$ cat config.mk
export PLATFORM = sky130hd
export DESIGN_NAME = signed_display_ctrl
export DESIGN_NICKNAME = d
export VERILOG_FILES = /design/src/rtl/sseg_pkg.sv /design/src/rtl/sseg_code_decode.sv /design/src/rtl/signed_display_ctrl.sv
export SDC_FILE = /design/constraint.sdc
export NUM_CORES = 1
export LEC_CHECK = 0
export ABC_AREA = 0
export CAP_MARGIN = 10
export CORE_MARGIN = 2
export CORE_UTILIZATION = 35
export DETAILED_ROUTE_END_ITERATION = 7
export GPL_TIMING_DRIVEN = 0
export PLACE_DENSITY = 0.49
export SETUP_SLACK_MARGIN = 0.3
export SYNTH_ARGS = -nofsm -noshare
export SYNTH_HDL_FRONTEND = slang
export SYNTH_HIERARCHICAL = 1
export SYNTH_SLANG_ARGS = --single-unit
$ cat constraint.sdc
create_clock -name clk -period 4.6 [get_ports clk]
set_clock_uncertainty 0.05 [all_clocks]
set_input_delay 0.92 -clock clk [delete_from_list [all_inputs] [get_ports clk]]
set_output_delay 0.92 -clock clk [all_outputs]
set_load 0.01 [all_outputs]
$ cat src/rtl/sseg_pkg.sv
// Shared definitions for the signed seven-segment display controller.
//   DIGIT_MINUS / DIGIT_BLANK : non-numeric position codes (0-9 are digits)
//   NUM_POS                   : number of display positions
//   state_t                   : conversion FSM encoding
package sseg_pkg;

    localparam int NUM_POS = 4;

    typedef logic [3:0] code_t;

    localparam code_t DIGIT_MINUS = 4'hA;
    localparam code_t DIGIT_BLANK = 4'hF;

    typedef enum logic [1:0] {
        IDLE    = 2'd0,
        CONVERT = 2'd1,
        COMMIT  = 2'd2
    } state_t;

endpackage

$ cat src/rtl/sseg_code_decode.sv
// Combinational decode of a 4-bit position code to a 7-segment pattern.
//   code    : 0-9 digit, 0xA minus, anything else blank
//   seg_pat : active-high segments, bit 0 = a ... bit 6 = g
module sseg_code_decode
    import sseg_pkg::*;
(
    input  logic [3:0] code,
    output logic [6:0] seg_pat
);

    always_comb begin
        // NOTE: every combinational output gets a default first so no path leaves it unassigned (no latch).
        seg_pat = 7'b000_0000;
        case (code)
            4'd0:        seg_pat = 7'h3F;
            4'd1:        seg_pat = 7'h06;
            4'd2:        seg_pat = 7'h5B;
            4'd3:        seg_pat = 7'h4F;
            4'd4:        seg_pat = 7'h66;
            4'd5:        seg_pat = 7'h6D;
            4'd6:        seg_pat = 7'h7D;
            4'd7:        seg_pat = 7'h07;
            4'd8:        seg_pat = 7'h7F;
            4'd9:        seg_pat = 7'h6F;
            DIGIT_MINUS: seg_pat = 7'h40;
            default:     seg_pat = 7'h00;
        endcase
    end

endmodule

$ cat src/rtl/signed_display_ctrl.sv
// Converts an 8-bit two's-complement value into sign + decimal digit codes
// and scans them onto a 4-position multiplexed 7-segment display.
//   clk, rst_n : system clock, asynchronous active-low reset
//   load       : convert and display value (ignored while busy)
//   value      : signed input, -128..127
//   busy       : conversion in progress (CONVERT or COMMIT)
//   done       : one-cycle pulse when the new digits reach the display
//   an         : one-hot digit enable, bit 0 = ones position
//   segs       : active-high segments a..g (bit 0 = a) for the lit position
module signed_display_ctrl
    import sseg_pkg::*;
#(
    parameter int REFRESH_DIV = 50000
) (
    input  logic       clk,
    input  logic       rst_n,
    input  logic       load,
    input  logic [7:0] value,
    output logic       busy,
    output logic       done,
    output logic [3:0] an,
    output logic [6:0] segs
);

    localparam int CNT_W = (REFRESH_DIV > 1) ? $clog2(REFRESH_DIV) : 1;

    state_t      state, state_nxt;
    logic [8:0]  quot;
    logic [8:0]  quot_div10;
    code_t       digit;
    logic        neg;
    logic [1:0]  wpos;
    logic [1:0]  wpos_nxt;
    code_t       work [NUM_POS];
    code_t       disp [NUM_POS];

    logic [CNT_W-1:0] scan_cnt;
    logic [1:0]       idx;
    logic [6:0]       seg_pat;

    assign quot_div10 = quot / 9'd10;
    assign digit      = 4'(quot % 9'd10);
    assign wpos_nxt   = wpos + 2'd1;
    assign busy       = (state != IDLE);

    // ---------------- FSM ----------------
    always_ff @(posedge clk or negedge rst_n) begin
        if (!rst_n) begin
            state <= IDLE;
        end else begin
            // NOTE: clocked state uses non-blocking assignments so every register samples pre-edge values.
            state <= state_nxt;
        end
    end

    always_comb begin
        state_nxt = state;
        case (state)
            IDLE:    if (load) state_nxt = CONVERT;
            CONVERT: if (quot_div10 == 9'd0) state_nxt = COMMIT;
            COMMIT:  state_nxt = IDLE;
            default: state_nxt = IDLE;
        endcase
    end

    // ---------------- conversion datapath ----------------
    // Digits build up in work[]; disp[] only changes in COMMIT, so a
    // partially converted number is never visible.
    always_ff @(posedge clk or negedge rst_n) begin
        if (!rst_n) begin
            quot <= 9'd0;
            neg  <= 1'b0;
            wpos <= 2'd0;
            done <= 1'b0;
            // NOTE: these register arrays are tiny and must power up to a defined "0" display, so they are reset like any flop.
            for (int i = 0; i < NUM_POS; i++) begin
                work[i] <= DIGIT_BLANK;
                disp[i] <= DIGIT_BLANK;
            end
            disp[0] <= 4'd0;
        end else begin
            done <= 1'b0;
            case (state)
                IDLE: begin
                    if (load) begin
                        // 9-bit magnitude so -128 becomes +128.
                        quot <= value[7] ? (9'd256 - {1'b0, value}) : {1'b0, value};
                        neg  <= value[7];
                        wpos <= 2'd0;
                        for (int i = 0; i < NUM_POS; i++) work[i] <= DIGIT_BLANK;
                    end
                end
                CONVERT: begin
                    work[wpos] <= digit;
                    quot       <= quot_div10;
                    wpos       <= wpos_nxt;
                    // Last digit this cycle: the sign goes just left of it.
                    if (quot_div10 == 9'd0 && neg) work[wpos_nxt] <= DIGIT_MINUS;
                end
                COMMIT: begin
                    for (int i = 0; i < NUM_POS; i++) disp[i] <= work[i];
                    done <= 1'b1;
                end
                default: ;
            endcase
        end
    end

    // ---------------- display scan ----------------
    sseg_code_decode u_decode (
        .code    (disp[idx]),
        .seg_pat (seg_pat)
    );

    always_ff @(posedge clk or negedge rst_n) begin
        if (!rst_n) begin
            scan_cnt <= '0;
            idx      <= 2'd0;
            an       <= 4'b0001;
            segs     <= 7'h3F;
        end else begin
            if (scan_cnt == CNT_W'(REFRESH_DIV - 1)) begin
                scan_cnt <= '0;
                idx      <= idx + 2'd1;
            end else begin
                scan_cnt <= scan_cnt + 1'b1;
            end
            // Registered outputs trail the index by one cycle.
            an   <= 4'b0001 << idx;
            segs <= seg_pat;
        end
    end

endmodule

==> results.json <==
{
  "ir_worst_vdd_mv": 0.202,
  "worst-setup-path-type": "flip-flop to flip-flop",
  "tns_ps": 0,
  "diodes": 0,
  "drv_cap": 0,
  "final-setup-viol-count": 0,
  "p_seq_share_pct": 30.5,
  "fin_crit_ps": 3900,
  "netlist_area_sq_um": 4460,
  "drc": 0,
  "outcome": "complete, no violations",
  "pin_count": 24,
  "cp-end-kind": "flip-flop",
  "total_power_mw": 3.47,
  "postLayoutCoreUtil_pct": 41.9,
  "cp.required_ps": 4810,
  "rsz0062_at_grt": "no",
  "p_int_mw": 2.13,
  "synth-main-ff-cell": "dfrtp_1",
  "reg2reg_depth": 12,
  "cts_hold_buffers": 0,
  "p_comb_share_pct": 47.5,
  "num_vias": 3413,
  "max_slew_margin_pct": 58.5,
  "start_util_pct": 35.6,
  "ant_nets": 0,
  "drive_gt1_share_pct": 18.8,
  "netlist_instances": 445,
  "cts_buffers": 9,
  "wl_per_cell_microns": 15.3,
  "clockPowerShare_pct": 22.0,
  "antenna_found_initial": 0,
  "dpl.hpwl_mm": 7.39,
  "power.density_nw_per_um2": 663,
  "io_buffers": 22,
  "post_dp_cell_area_sq_um": 4920,
  "post_drt_via_cell_ratio": 5.20,
  "synth_cell_type_count": 66,
  "rows": 41,
  "drt_iter0_drc": 208,
  "cts_tree": "yes",
  "avgSynthCellArea_sq_um": 10.0,
  "die_w_microns": 117,
  "grt_overflow_total": 0,
  "r2r_setup_slack_ps": 700,
  "area_growth_pct": 17.6,
  "r2r-end": "work[14]",
  "fmax_mhz": 256,
  "drv_slew": 0,
  "path_max_fanout": 10,
  "die_area_sq_um": 13700,
  "worstMarginPinSlew_ps": 620,
  "clkTransAtPathRegs_ps": 60,
  "die_h_microns": 117,
  "cts_root_buffer": "clkbuf_16",
  "start_kind": "flip-flop",
  "r2r_start": "quot[7]",
  "clk_path_buf_depth": 2,
  "synth_edf_count": 0,
  "coreArea_sq_um": 12500,
  "async_reset_ff_share_pct": 100,
  "ys_warn_count": 6,
  "grt.total_usage_pct": 16.0,
  "fin_crit_sh_pct": 84.8,
  "post-cts-setup-buffers": 0,
  "wl_mm": 10.1,
  "cts_resized": 0,
  "clkSinkCount": 76,
  "hold_violations": 0,
  "insertion_delay_ps": 330,
  "cp.arrival_ps": 4110,
  "yosysSeqAreaShare_pct": 43.7,
  "first_pass_iters": 6,
  "grt_pass1_wl_mm": 17.1,
  "hp-class": "primary input to asynchronous set/reset pin",
  "p_sw_mw": 1.35,
  "grt_pass1_vias": 3324,
  "p_leak_nw": 2.19,
  "synthesis.nets": 474,
  "gp_congestion": 0.876,
  "htree_levels": 3,
  "synth-seq-cells": 76,
  "swShare_pct": 38.8,
  "grt_max_degree": 61,
  "nNetsFinal": 508,
  "fin_area_sq_um": 5240
}
cells in the final DEF (no fill, tap or decap), types with 12 or more instances in the layout:
master	n
o21ai_0	27
dfrtp_1	41
nand3_1	12
dfstp_2	35
clkbuf_1	12
mux2_2	12
inv_1	25
nand2_1	38
nor2_1	27
a21oi_1	12
and3_1	13
xnor2_1	12
clkdlybuf4s50_1	21
ha_1	18
registers in the layout, indices dropped and copies added (netlist names):
| signal | cells |
|---|---|
| disp | 16 |
| scan_cnt | 16 |
| work | 16 |
| quot | 9 |
| segs | 7 |
| an | 4 |
| idx | 2 |
| state | 2 |
| wpos | 2 |
| done | 1 |
| neg | 1 |
per-layer routing:
metal / GRT usage, % / part of all wire, %
met5: 0 / 0
met4: 4.08 / 1.1
met3: 4.22 / 2.9
met2: 24.1 / 46
met1: 23.0 / 50
critical path: stages, from the launching register on:
cell and delay, ps:
dfrtp_1 430, buf_4 200, or4b_1 550, a21boi_1 190
a221o_1 320, o21ai_0 150, o31a_1 170, ha_1 190
o21bai_1 260, a311oi_4 490, nand4_2 230, and3_1 270
a221o_1 330
cells by family after synthesis:
kind of cell             after synthesis  synth area share (%)
flip-flops                            76                  43.7
multiplexers                          20                  5.98
AND/OR/NAND/NOR                      144                  17.0
AO/OA/AOI/OAI                        112                  18.1
adder cells (fa/ha/maj)               18                  5.05
buffers and inverters                 52                  5.64
XOR/XNOR                              23                  4.52
stage by stage:
| stage | std cells | setup slack [ps] | hold slack, ps |
|---|---|---|---|
| global route | 656 | 377 | 413 |
| global placement | 639 | -150 | 424 |
| detailed placement | 640 | 730 | 424 |
| CTS | 656 | 719 | 410 |
| floorplan | 445 | 1200 | 405 |
| finish | 656 | 697 | 416 |
worst max path at each step:
stage                              to     from  slack (ps)  depth (start not counted)
after global placement    scan_cnt[8]    rst_n        -150                          1
final                        work[14]  quot[7]         700                         12
after detailed placement     work[14]  quot[7]         730                         12
after CTS                    work[14]  quot[7]         720                         12
after floorplan              work[14]  quot[7]        1200                         12
after global routing         work[11]  quot[8]         380                         14
area by class of cell:
class	count	area [sq um]
sequential	76	1950
tap	172	215
multi-input combinational	317	2260
clock buffer	10	239
clock inverter	6	86.3
timing repair buffer	23	245
fill	1258	7270
inverter	25	93.8
buffer	27	158
power by group through the flow:
stage	Combinational (mW)	Sequential, mW	Clock, mW
floorplan	1.22	1.04	0
global placement	1.63	1.07	0
detailed placement	1.64	1.07	0
CTS	1.65	1.06	0.789
global route	1.84	1.08	0.813
finish	1.65	1.06	0.766
Yosys cell counts (6+ instances only):
cell type  count  area, sq um
o21ai_0       27          135
mux2_2        12          135
nand2_1       38          143
a2bb2oi_1      8         70.1
ha_1          18          225
xor2_1        11         96.3
nand2b_1      11         68.8
o22ai_1        9         56.3
and3_1        13         81.3
clkbuf_1      12         45.0
nor3_1         6         30.0
a22oi_1        7         52.6
buf_2          6         30.0
dfstp_2       35          920
o31ai_1        7         52.6
xnor2_1       12          105
nor2_1        27          101
nor2b_1        7         43.8
inv_1         25         93.8
a21oi_1       12         60.1
dfrtp_1       41         1030
nand3_1       12         60.1
Note: power is estimated with default switching activity, not from simulation.
